## src/rtl/add_seq_ctrl.sv

```systemverilog
// Multi-cycle WIDTH-bit add/subtract sequencer built around one shared 16-bit carry-lookahead
// adder. Slices are processed LSB first with a registered carry, and the block produces N/Z/C/V flags.

module cla_16bit (
  input  logic [15:0] a_i,
  input  logic [15:0] b_i,
  input  logic        c_i,
  output logic [15:0] sum_o,
  output logic        gg_o,
  output logic        pg_o
);

  logic [15:0] g;
  logic [15:0] p;
  logic [3:0]  grp_g;
  logic [3:0]  grp_p;
  logic        grp_c;
  logic        bit_c;

  // Four 4-bit lookahead groups; group carries chain through group generate/propagate.
  // NOTE: every variable driven here gets a value on every path, so no latch is inferred.
  always_comb begin
    g     = a_i & b_i;
    p     = a_i ^ b_i;
    grp_g = '0;
    grp_p = '0;
    sum_o = '0;
    grp_c = c_i;
    bit_c = c_i;
    for (int k = 0; k < 4; k++) begin
      grp_g[k] = g[4*k+3]
               | (p[4*k+3] & g[4*k+2])
               | (p[4*k+3] & p[4*k+2] & g[4*k+1])
               | (p[4*k+3] & p[4*k+2] & p[4*k+1] & g[4*k]);
      grp_p[k] = &p[4*k +: 4];
      bit_c    = grp_c;
      for (int j = 0; j < 4; j++) begin
        sum_o[4*k+j] = p[4*k+j] ^ bit_c;
        bit_c        = g[4*k+j] | (p[4*k+j] & bit_c);
      end
      grp_c = grp_g[k] | (grp_p[k] & grp_c);
    end
    gg_o = grp_g[3]
         | (grp_p[3] & grp_g[2])
         | (grp_p[3] & grp_p[2] & grp_g[1])
         | (grp_p[3] & grp_p[2] & grp_p[1] & grp_g[0]);
    pg_o = &grp_p;
  end

endmodule

module add_seq_ctrl #(
  parameter int WIDTH = 64
) (
  input  logic             clk,
  input  logic             reset,
  input  logic             in_valid,
  output logic             in_ready,
  input  logic [WIDTH-1:0] a,
  input  logic [WIDTH-1:0] b,
  input  logic             sub,
  output logic             out_valid,
  input  logic             out_ready,
  output logic [WIDTH-1:0] result,
  output logic             negative,
  output logic             zero,
  output logic             carry_out,
  output logic             overflow
);

  localparam int NSLICE = WIDTH / 16;
  localparam int IDX_W  = (NSLICE > 1) ? $clog2(NSLICE) : 1;
  localparam logic [IDX_W-1:0] LAST_IDX = IDX_W'(NSLICE - 1);

  typedef enum logic [1:0] {
    S_IDLE,
    S_RUN,
    S_DONE
  } state_t;

  state_t           state_q, state_d;
  logic [IDX_W-1:0] idx_q, idx_d;
  logic             carry_q, carry_d;
  logic             zacc_q, zacc_d;
  logic [WIDTH-1:0] a_q, a_d;
  logic [WIDTH-1:0] b_q, b_d;
  logic [WIDTH-1:0] result_q, result_d;
  logic             neg_q, neg_d;
  logic             zero_q, zero_d;
  logic             cout_q, cout_d;
  logic             ovf_q, ovf_d;

  logic [15:0] slice_sum;
  logic        slice_gg;
  logic        slice_pg;
  logic        carry_nxt;
  logic        accept;

  cla_16bit u_cla (
    .a_i   (a_q[16*idx_q +: 16]),
    .b_i   (b_q[16*idx_q +: 16]),
    .c_i   (carry_q),
    .sum_o (slice_sum),
    .gg_o  (slice_gg),
    .pg_o  (slice_pg)
  );

  assign carry_nxt = slice_gg | (slice_pg & carry_q);

  // DONE accepts a new op in the same cycle the result is taken, so back-to-back ops need no bubble.
  assign in_ready = reset & ((state_q == S_IDLE) | ((state_q == S_DONE) & out_ready));
  assign accept   = in_valid & in_ready;

  always_comb begin
    state_d  = state_q;
    idx_d    = idx_q;
    carry_d  = carry_q;
    zacc_d   = zacc_q;
    a_d      = a_q;
    b_d      = b_q;
    result_d = result_q;
    neg_d    = neg_q;
    zero_d   = zero_q;
    cout_d   = cout_q;
    ovf_d    = ovf_q;

    case (state_q)
      S_RUN: begin
        result_d[16*idx_q +: 16] = slice_sum;
        carry_d = carry_nxt;
        zacc_d  = zacc_q & (slice_sum == 16'h0);
        idx_d   = idx_q + IDX_W'(1);
        if (idx_q == LAST_IDX) begin
          state_d = S_DONE;
          cout_d  = carry_nxt;
          neg_d   = slice_sum[15];
          zero_d  = zacc_q & (slice_sum == 16'h0);
          // Carry into the MSB is a^b'^sum there; xor with the carry out gives signed overflow.
          ovf_d   = a_q[WIDTH-1] ^ b_q[WIDTH-1] ^ slice_sum[15] ^ carry_nxt;
        end
      end
      S_DONE: begin
        if (out_ready && !in_valid) state_d = S_IDLE;
      end
      default: ;
    endcase

    // Subtraction is folded in here: B is inverted and the +1 enters as the initial carry.
    if (accept) begin
      state_d = S_RUN;
      a_d     = a;
      b_d     = b ^ {WIDTH{sub}};
      carry_d = sub;
      idx_d   = '0;
      zacc_d  = 1'b1;
    end
  end

  // NOTE: sequential state is updated only with non-blocking assignments so every register
  // samples the pre-edge values regardless of evaluation order.
  always_ff @(posedge clk) begin
    if (!reset) begin
      state_q  <= S_IDLE;
      idx_q    <= '0;
      carry_q  <= 1'b0;
      zacc_q   <= 1'b0;
      a_q      <= '0;
      b_q      <= '0;
      result_q <= '0;
      neg_q    <= 1'b0;
      zero_q   <= 1'b0;
      cout_q   <= 1'b0;
      ovf_q    <= 1'b0;
    end else begin
      state_q  <= state_d;
      idx_q    <= idx_d;
      carry_q  <= carry_d;
      zacc_q   <= zacc_d;
      a_q      <= a_d;
      b_q      <= b_d;
      result_q <= result_d;
      neg_q    <= neg_d;
      zero_q   <= zero_d;
      cout_q   <= cout_d;
      ovf_q    <= ovf_d;
    end
  end

  assign out_valid = (state_q == S_DONE);
  assign result    = result_q;
  assign negative  = neg_q;
  assign zero      = zero_q;
  assign carry_out = cout_q;
  assign overflow  = ovf_q;

endmodule

```

## config.mk

```make
export PLATFORM = sky130hd
export DESIGN_NAME = add_seq_ctrl
export DESIGN_NICKNAME = d
export VERILOG_FILES = /design/src/rtl/add_seq_ctrl.sv
export SDC_FILE = /design/constraint.sdc
export NUM_CORES = 1
export LEC_CHECK = 0
export BUFFER_PORTS_ARGS = -buffer_cell sky130_fd_sc_hd__buf_2
export CAP_MARGIN = 20
export CELL_PAD_IN_SITES_DETAIL_PLACEMENT = 1
export CELL_PAD_IN_SITES_GLOBAL_PLACEMENT = 2
export CORE_UTILIZATION = 32
export CTS_CLUSTER_DIAMETER = 40
export DETAILED_ROUTE_END_ITERATION = 10
export PLACE_DENSITY_LB_ADDON = 0.25
export SLEW_MARGIN = 20
export SYNTH_ARGS = -nofsm -noshare
export SYNTH_HDL_FRONTEND = slang
export SYNTH_SLANG_ARGS = --single-unit
export TNS_END_PERCENT = 1
```

## constraint.sdc

```tcl
create_clock -name clk -period 6.5 [get_ports clk]
set_input_delay 0.65 -clock clk [delete_from_list [all_inputs] [get_ports clk]]
set_output_delay 0.65 -clock clk [all_outputs]
set_load 0.005 [all_outputs]
```

After elaboration in Yosys (flattened, before gate mapping)

Index checks and enable logic that the tools add are counted.

Add/sub/neg operators: 2
$mul: 0
Divide/modulo/power cells: 0
Magnitude comparators: 0
Equality and inequality tests: 7
Shift operators: 4
Muxes and demuxes: 9
Bitwise operators: 100
Reductions and logical operators: 16

Operators by type and width:

| cell                                                                      | number |
|---|---|
| 64-bit by 7-bit variable part select with 16-bit output                   | 2 |
| 64-bit bitwise mux                                                        | 1 |
| 16-bit by 34-bit variable shift with 64-bit output (first input constant) | 1 |
| 16-bit by 34-bit variable part select with 64-bit output                  | 1 |
| 64-bit bitwise XOR                                                        | 1 |
| 1-bit bitwise AND                                                         | 45 |
| 6-bit negation with 34-bit output                                         | 1 |
| 1-bit OR                                                                  | 32 |
| 1-bit bitwise XOR                                                         | 19 |
| 16-bit bitwise AND                                                        | 1 |
| 16-bit zero test                                                          | 1 |
| 16-bit AND reduction                                                      | 1 |
| 4-bit AND reduction                                                       | 4 |
| 16-bit bitwise XOR                                                        | 1 |
| 3-bit AND reduction                                                       | 2 |
| 1-bit 2-to-1 mux                                                          | 5 |
| 2-bit == test (second input constant)                                     | 2 |
| 2-bit 2-to-1 mux                                                          | 2 |
| 2-bit case mux with 2 select lines                                        | 1 |
| 2-bit nonzero test                                                        | 2 |
| 3-bit by 1-bit inequality test with 1-bit output (second input constant)  | 1 |
| 3-bit inequality test (second input constant)                             | 1 |
| 3-bit nonzero test                                                        | 1 |
| 2-bit by 1-bit adder with 2-bit output (second input constant)            | 1 |
| other kinds (9)                                                           | 9 |

Register bits after elaboration: 202
Bits in latches: 0
RAM bits: 0
Bits in read-only memories: 0
Word-level logic and storage cells: 150
Memories kept: 0

Depth between registers and ports, before layout

Gate-level depths: netlist of the first run.

Word-level depth: 22
Gate-level depth with buffers: 18

Cells and area by module

Synthesis of the first run repeated with hierarchy kept, for this count alone.

Cells, all modules: 969
Area total of the unflattened synthesis: 9,280.2 µm²

Modules (own cells, without submodules):

| module       | times used | cells an instance | area each (µm²) | seq. area each (µm²) |
|---|---|---|---|---|
| add_seq_ctrl | 1          | 890               | 8,569.5         | 4,043.9 |
| cla_16bit    | 1          | 79                | 710.7           | 0.0 |

Least setup slack after synthesis of the first run

No wires, ideal clock.

Kind: reg-to-reg
Start point: reg idx_q[0]
End point: reg zero_q (netlist: zero)
Setup time: 70 ps
Data arrival time: 4,412 ps
Setup slack: 2,018 ps
Stages on the path, launching flop included: 19
Path buffers: 2
Clock period less this slack: 4,482 ps
Path through: dfxtp_1 -> buf_2 -> buf_2 -> mux4_2 -> ha_1 -> a21o_1 -> a221o_1 -> a31o_1 -> a21oi_1 -> fa_1 -> inv_1 -> fa_1 -> inv_1 -> fa_1 -> xnor2_1 -> nor4_2 -> nand3_1 -> or3_1 -> a21oi_1

Word-level cells in the longest chain between the ends: 20
Elaborated cells on any way between the ends: 81

Ends and longest elaborated chain:

| what                                                                              | line       | RTL |
|---|---|---|
| from (decl)                                                                       | 82         | `logic [IDX_W-1:0] idx_q, idx_d;` |
| from (signal assigned)                                                            | 176        | `idx_q <= idx_d;` |
| 64-bit by 7-bit variable part select with 16-bit output, on equally long branches | 100, 101   |  |
| 16-bit bitwise XOR or 16-bit bitwise AND (tied branches)                          | 24, 23     |  |
| 1-bit bitwise AND, on equally long branches                                       | 32, 33, 34 |  |
| 1-bit OR, or another cell as far along                                            | 32         | `\| (p[4*k+3] & g[4*k+2])` |
| 1-bit OR or 1-bit bitwise AND (tied branches)                                     | 33, 34     |  |
| 1-bit OR                                                                          | 34         | `\| (p[4*k+3] & p[4*k+2] & p[4*k+1] & g[4*k]);` |
| 1-bit OR                                                                          | 41         | `grp_c = grp_g[k] \| (grp_p[k] & grp_c);` |
| 1-bit bitwise AND                                                                 | 41         |  |
| [4 not listed]                                                                    | --         |  |
| 1-bit OR                                                                          | 39         | `bit_c = g[4*k+j] \| (p[4*k+j] & bit_c);` |
| 1-bit bitwise AND                                                                 | 39         |  |
| 1-bit OR                                                                          | 39         |  |
| 1-bit bitwise AND                                                                 | 39         |  |
| 1-bit OR                                                                          | 39         |  |
| 1-bit bitwise XOR                                                                 | 38         | `sum_o[4*k+j] = p[4*k+j] ^ bit_c;` |
| 16-bit zero test                                                                  | 137        | `zero_d = zacc_q & (slice_sum == 16'h0);` |
| 1-bit bitwise AND                                                                 | 137        |  |
| to (signal assigned)                                                              | 183        | `zero_q <= zero_d;` |
| to (decl)                                                                         | 89         | `logic zero_q, zero_d;` |

Several ways; a longest one is shown, not always the timed one.
A chain may end at the register's enable or synchronous reset.

Worst setup path in the final report of the first run

Start point: reg idx_q[0]
End point: reg ovf_q (netlist: overflow)

Word-level cells in the longest chain between the ends: 20
Elaborated cells on any way between the ends: 68

Ends and longest elaborated chain:

| what                                                                              | line       | RTL |
|---|---|---|
| 64-bit by 7-bit variable part select with 16-bit output, on equally long branches | 100, 101   |  |
| 16-bit bitwise XOR or 16-bit bitwise AND (tied branches)                          | 24, 23     |  |
| 1-bit bitwise AND, on equally long branches                                       | 32, 33, 34 |  |
| 1-bit OR, or another cell as far along                                            | 32         |  |
| 1-bit OR or 1-bit bitwise AND (tied branches)                                     | 33, 34     |  |
| 1-bit OR                                                                          | 34         |  |
| 1-bit OR                                                                          | 41         |  |
| 1-bit bitwise AND                                                                 | 41         |  |
| [3 not listed]                                                                    | --         |  |
| 1-bit bitwise AND                                                                 | 39         |  |
| 1-bit OR                                                                          | 39         |  |
| 1-bit bitwise AND                                                                 | 39         |  |
| 1-bit OR                                                                          | 39         |  |
| 1-bit bitwise AND                                                                 | 39         |  |
| 1-bit OR                                                                          | 39         |  |
| 1-bit bitwise XOR                                                                 | 38         |  |
| 1-bit bitwise XOR (2 in a row)                                                    | 139        | `ovf_d = a_q[WIDTH-1] ^ b_q[WIDTH-1] ^ slice_sum[15] ^ carry_nxt;` |
| to (signal assigned)                                                              | 185        | `ovf_q <= ovf_d;` |
| to (decl)                                                                         | 91         | `logic ovf_q, ovf_d;` |

Several ways; a longest one is shown, not always the timed one.

==> results of run 1 <==
==> cell type report <==
class | count | area, um^2 | share of cell area [%]
clock buffers | 39 | 911 | 7.97
clock inverters | 19 | 226 | 1.98
inverters | 32 | 120 | 1.05
multi-input cells | 696 | 4590 | 40.2
flip-flops and latches | 202 | 4050 | 35.4
well taps | 378 | 473 | 4.14
repair buffers | 207 | 1070 | 9.32
==> cells in the mapped netlist <==
cell type  instances  area [um^2]
o21ai_1           15         75.1
xor2_1             2         17.5
or3_1              3         18.8
buf_6              1         11.3
a311oi_1           2         17.5
nor4_2             1         12.5
nand2b_1           3         18.8
nand4b_1           1         8.76
a21oi_1           40          200
or4b_1             1         10.0
mux4_2            32          721
a2111o_1           1         11.3
buf_1             12         45.0
inv_2              2         7.51
a31o_1             2         17.5
a211oi_1           1         7.51
fa_1              12          240
nor3_2             1         10.0
and2_1             3         18.8
a22oi_1           28          210
a221o_1            2         20.0
clkbuf_1          32          120
xnor2_1           69          604
o211ai_2           1         12.5
nand3_1          136          681
ha_1              25          313
dfxtp_1          202         4040
o22ai_1            1         6.26
a21o_1             2         15.0
nand2_1          146          548
o31ai_1            1         7.51
inv_1             30          113
and3_1             1         6.26
a2bb2oi_1         10         87.6
and4_1             1         8.76
nand4_1            1         6.26
o21ai_0           51          255
nor3_1             3         15.0
nor2_1            97          364
nor4b_2            1         15.0
buf_2             30          150
==> through the flow <==
stage               area [um^2]  hold WS [ns]  cells
finish                    11400         0.335   1573
detailed placement        10300         0.448   1515
global placement          10300         0.445   1515
CTS                       11400         0.321   1573
global route              11400         0.336   1573
floorplan                  9070         0.431   1005
==> routing by layer <==
metal | vias to the layer above | part of all wire (%) | wire length (um) | track usage, %
met2 | 199 | 49 | 14900 | 36.7
met1 | 3689 | 43 | 13100 | 26.0
met3 | 53 | 5.0 | 1500 | 3.93
met4 | 0 | 2.8 | 837 | 7.99
li1 | 3781 | - | - | -
met5 | - | 0 | 0 | 0
==> cell families after synthesis <==
kind of cell,after synthesis,share of synthesized area (%)
compound gates,157,10.4
buf+inv,107,4.92
mux,32,7.94
flops,202,44.6
simple gates,399,19.2
fa+ha+maj,37,6.10
xor+xnor,71,6.86
==> worst max path at each step <==
stage,start,cells past startpoint,slack (ns),endpoint
2_1_floorplan,idx_q[0],18,2.02,zero
3_3_place_gp,idx_q[0],15,1.57,overflow
3_5_place_dp,idx_q[0],15,1.48,overflow
4_1_cts,idx_q[0],15,1.44,overflow
5_1_grt,idx_q[0],16,1.13,zacc_q
6_report,idx_q[0],15,1.48,overflow
==> cells in the final DEF, fill, tap and decap left out, drive strengths merged, types with 4 or more instances in the layout <==
cell / instances
o21ai: 66
a22oi: 28
fa: 12
a21oi: 40
xnor2: 69
nor2: 97
nand3: 136
mux4: 32
buf: 207
nor3: 4
clkbuf: 39
a2bb2oi: 10
nand2: 146
clkinvlp: 7
ha: 25
dfxtp: 202
inv: 39
==> tightest hold or removal path: cells and delay by family <==
kind | cells | cell delay [ns]
buffers and inverters | 1 | 0.08
AND/OR/NAND/NOR | 2 | 0.08
==> state kept, by name (all words and copies together) (netlist names) <==
register / flops
idx_q: 2
a_q: 64
result: 64
zero: 1
carry_q: 1
overflow: 1
b_q: 64
state_q: 2
zacc_q: 1
carry_out: 1
negative: 1
==> power groups by stage <==
| stage | sequential (mW) | clock, mW | combinational [mW] |
|---|---|---|---|
| 6_report | 1.66 | 1.80 | 1.23 |
| 3_5_place_dp | 1.69 | 0 | 1.24 |
| 4_1_cts | 1.67 | 1.83 | 1.24 |
| 2_1_floorplan | 1.55 | 0 | 0.875 |
| 5_1_grt | 1.69 | 1.89 | 1.35 |
| 3_3_place_gp | 1.69 | 0 | 1.21 |
==> flow_summary.json, run 1 <==
{
  "grt_usage_pct": 21.2,
  "clk_latency_ns": 0.51,
  "core_area_mm2": 0.0279,
  "clk_path_buf_depth": 3,
  "cp.arrival_ns": 5.46,
  "viasPerCell": 4.91,
  "io_pins": 203,
  "wl_per_cell_um": 19.3,
  "cp_num_buf_inv": 2,
  "critPathCaptureType": "register",
  "areaGrowthSynthToFinish_pct": 26.0,
  "critPathKind": "register to register",
  "setup_viol": 0,
  "drtIter0Drc": 413,
  "die_area_mm2": 0.0290,
  "crit_required_ns": 6.93,
  "ys_seq_area_share_pct": 44.6,
  "route.detailed.drc": 0,
  "hp-start": "a[46]",
  "yosysWarningCount": 0,
  "r2r-end": "overflow",
  "gr-total-overflow": 0,
  "htree_levels": 2,
  "min_path_type": "input port to register",
  "slowest_stage": "dfxtp_2",
  "fin_skew_ns": 0.0151,
  "intPower_mw": 3.09,
  "finalSetupTns_ns": 0,
  "maxSlewViolCount": 0,
  "wl_mm": 30.4,
  "p_leak_nw": 4.89,
  "ys_types": 41,
  "gp_congestion": 0.832,
  "crit_fanout": 26,
  "min_period_ns": 5.02,
  "period_share_pct": 77.3,
  "cts_resized": 0,
  "grt_pass1_vias": 7833,
  "fp.dieH_um": 170,
  "cts_sinks": 202,
  "switching_share_pct": 34.1,
  "relSlewSlack_pct": 32.2,
  "num_rows": 61,
  "path_cells": "mux4_2, ha_1, nand3_1, o22ai_1, a31o_1, a21oi_1, fa_1, inv_1, fa_1, inv_1, fa_1, xnor2_1, xnor2_1, a2111o_1, o211ai_2",
  "cts-root-buf": "clkbuf_16",
  "cap_violations": 0,
  "worst_slack_ns": 1.48,
  "p_total_mw": 4.69,
  "crit_top_cell": "fa_1",
  "n_fill_cell": 3276,
  "rsz0062_at_grt": "no",
  "slowest_delay_ns": 0.87,
  "ir_worst_vdd_v": 0.000155,
  "grt_pass1_wl_mm": 45.8,
  "r2r_slack_ns": 1.48,
  "reg2reg_from": "idx_q[0]",
  "diodes": 0,
  "hold_depth": 3,
  "clkSlewWorstSetupHoldPaths_ns": 0.05,
  "synthesis.area_mm2": 0.00907,
  "cts_made_buffers": 35,
  "power_frac_comb_pct": 26.2,
  "status": "completed",
  "dr_total_vias": 7722,
  "place_ws_ns": 1.48,
  "ys_ff_latch": 202,
  "p_sw_mw": 1.60,
  "hold_end": "a_q[46]",
  "initial_core_util_pct": 32.6,
  "fmax_mhz": 199,
  "syn_area_per_cell_um2": 9.03,
  "first_pass_iters": 4,
  "start_kind": "register",
  "antenna_found_initial": 0,
  "power.share.clock_pct": 38.3,
  "nNetsFinal": 1344,
  "grt_max_degree": 118,
  "die_x_um": 170,
  "syn_nets": 1175,
  "r2r_cells": 15,
  "portBuffers": 202,
  "postCtsSetupBuffers": 0,
  "power_density_mw_per_mm2": 410,
  "tightest_slew_ns": 1.01,
  "postRouteAntennaNets": 0,
  "path_delay_family": "adder cells",
  "hpwl_mm": 22.6,
  "seq_power_share_pct": 35.5,
  "netlist_instances": 1005,
  "hold_viol": 0,
  "layout-drive-gt1-share_pct": 25.5,
  "cts_tree": "built",
  "fin_util_pct": 41.0,
  "postCtsHoldBufs": 0
}
No activity file was read; power rests on OpenSTA's default activity.
==> run 2, diff against run 1 <==
- CORE_UTILIZATION: 32 -> 29
- clock period: 6.5 -> 4 ns (I/O delays scaled with it)
==> run 2 against run 1 <==
  * The run now ends with setup timing left
  * Via count increased by 3.5%
  * Wire length increased by 3.3%
  * Setup slack got worse by 1.7 ns
  * Global-route usage decreased by 1.8 points
  * First-iteration DRC count increased by 21%
  * Core utilization decreased by 1.1 points
  * Register-to-register slack got worse by 1.7 ns
  * Maximum frequency increased by 18%
  * Final area increased by 7.1%
  * Power increased by 83%
  * Highest routed layer unchanged
==> flow_summary.json, run 2 (same netlist as run 1, synthesis figures left out) <==
{
  "status": "complete, but fails checks",
  "violations": "setup timing",
  "power_density_mw_per_mm2": 701,
  "clk_path_buf_depth": 3,
  "p_sw_mw": 2.86,
  "cp.arrival_ns": 4.70,
  "critPathCaptureType": "register",
  "first_pass_iters": 5,
  "grt_pass1_wl_mm": 46.5,
  "hpwl_mm": 22.8,
  "worst_slack_ns": -0.264,
  "cap_violations": 0,
  "crit_fanout": 5,
  "core_area_mm2": 0.0307,
  "grt_max_degree": 171,
  "gr-total-overflow": 0,
  "finalSetupTns_ns": -0.523,
  "cts_tree": "built",
  "cp_num_buf_inv": 4,
  "maxSlewViolCount": 0,
  "grt_usage_pct": 19.5,
  "grt_pass1_vias": 8054,
  "initial_core_util_pct": 29.6,
  "seq_area_mm2": 0.00405,
  "cts_made_buffers": 38,
  "seq_power_share_pct": 30.7,
  "min_period_ns": 4.26,
  "hold_viol": 0,
  "dr_total_vias": 7990,
  "tightest_slew_ns": 0.849,
  "critPathKind": "register to register",
  "power_frac_comb_pct": 30.2,
  "switching_share_pct": 33.4,
  "gp_congestion": 0.818,
  "io_pins": 203,
  "multi_input_area_mm2": 0.00476,
  "clk_latency_ns": 0.52,
  "period_share_pct": 107,
  "layout-drive-gt1-share_pct": 31.3,
  "fin_skew_ns": 0.0272,
  "start_kind": "register",
  "wl_per_cell_um": 19.1,
  "crit_required_ns": 4.44,
  "path_cells": "buf_12, buf_8, mux4_2, ha_4, and3_4, a221o_1, a31o_1, inv_1, fa_2, fa_2, inv_2, fa_1, nor4_2, nand3_1, or3_1, a21oi_2",
  "path_delay_family": "adder cells",
  "antenna_found_initial": 0,
  "clkSlewWorstSetupHoldPaths_ns": 0.05,
  "relSlewSlack_pct": 42.9,
  "route.detailed.drc": 0,
  "diodes": 0,
  "slowest_stage": "mux4_2",
  "crit_top_cell": "fa_2",
  "intPower_mw": 5.72,
  "areaGrowthSynthToFinish_pct": 35.0,
  "min_path_type": "input port to register",
  "nNetsFinal": 1391,
  "drtIter0Drc": 499,
  "n_fill_cell": 3573,
  "cts-root-buf": "clkbuf_16",
  "p_leak_nw": 5.26,
  "wl_mm": 31.4,
  "postRouteAntennaNets": 0,
  "fp.dieH_um": 179,
  "fmax_mhz": 235,
  "viasPerCell": 4.85,
  "place_ws_ns": -0.179,
  "num_rows": 64,
  "portBuffers": 202,
  "ir_worst_vdd_v": 0.000271,
  "power.share.clock_pct": 39.1,
  "most-common-layout-cells": "200 x dfxtp_1, 200 x buf_2, 144 x nand2_1",
  "rsz0062_at_grt": "yes",
  "setup_viol": 3,
  "cts_sinks": 202,
  "die_x_um": 179,
  "slowest_delay_ns": 0.56,
  "htree_levels": 2,
  "fin_util_pct": 39.9,
  "die_area_mm2": 0.0320
}
[run 2: area by class of cell]
| class | instances | area share [%] |
|---|---|---|
| flip-flops and latches | 202 | 33.1 |
| clock inverters | 27 | 2.49 |
| clock buffers | 43 | 8.52 |
| inverters | 32 | 0.981 |
| repair buffers | 251 | 12.0 |
| well taps | 396 | 4.05 |
| multi-input cells | 696 | 38.9 |
[run 2: timing repair]
item,CTS,global route
buffers inserted,2,11
pin swaps,3,22
cloned,0,1
setup endpoints to repair,3,9
gates resized for setup,4,29
hold buffers,0,0
[run 2: final timing paths]
| path | startpoint | end | slack, ns | cells past startpoint |
|---|---|---|---|---|
| worst max-delay path | idx_q[0] | zero | -0.26 | 16 |
| worst min-delay path | a[8] | a_q[8] | 0.08 | 3 |
| worst max register to register | idx_q[0] | zero | -0.26 | 16 |
| worst min register to register | a_q[15] | a_q[15] | 0.45 | 2 |
[run 2: routing by layer]
| layer | GRT usage, % | wire length (um) | share of wire [%] |
|---|---|---|---|
| met1 | 25.1 | 13900 | 44 |
| met3 | 3.14 | 1490 | 4.8 |
| met4 | 5.26 | 571 | 1.8 |
| met5 | 0 | 0 | 0 |
| met2 | 33.4 | 15400 | 49 |
[run 2: worst min-delay path: cells and delay by family]
kind / cells / cell delay (ns)
buffers and inverters: 1 / 0.08
AND/OR/NAND/NOR: 2 / 0.08
[run 2: power groups by stage]
| stage | Clock, mW | Sequential [mW] | Combinational [mW] |
|---|---|---|---|
| 6_report | 3.36 | 2.64 | 2.59 |
| 5_1_grt | 3.52 | 2.67 | 2.81 |
| 4_1_cts | 3.41 | 2.64 | 2.42 |
| 3_5_place_dp | 0 | 2.67 | 2.39 |
| 3_3_place_gp | 0 | 2.67 | 2.34 |
| 2_1_floorplan | 0 | 2.52 | 1.48 |
[run 2: through the flow]
stage / instance area, um^2 / instances / power (mW) / hold slack (ns)
after floorplan: 9150 / 1005 / 4.00 / 0.431
after global placement: 10600 / 1563 / 5.02 / 0.441
after detailed placement: 10600 / 1563 / 5.06 / 0.447
after CTS: 12000 / 1635 / 8.47 / 0.0637
after global routing: 12200 / 1647 / 9.00 / 0.0810
final: 12200 / 1647 / 8.58 / 0.0840
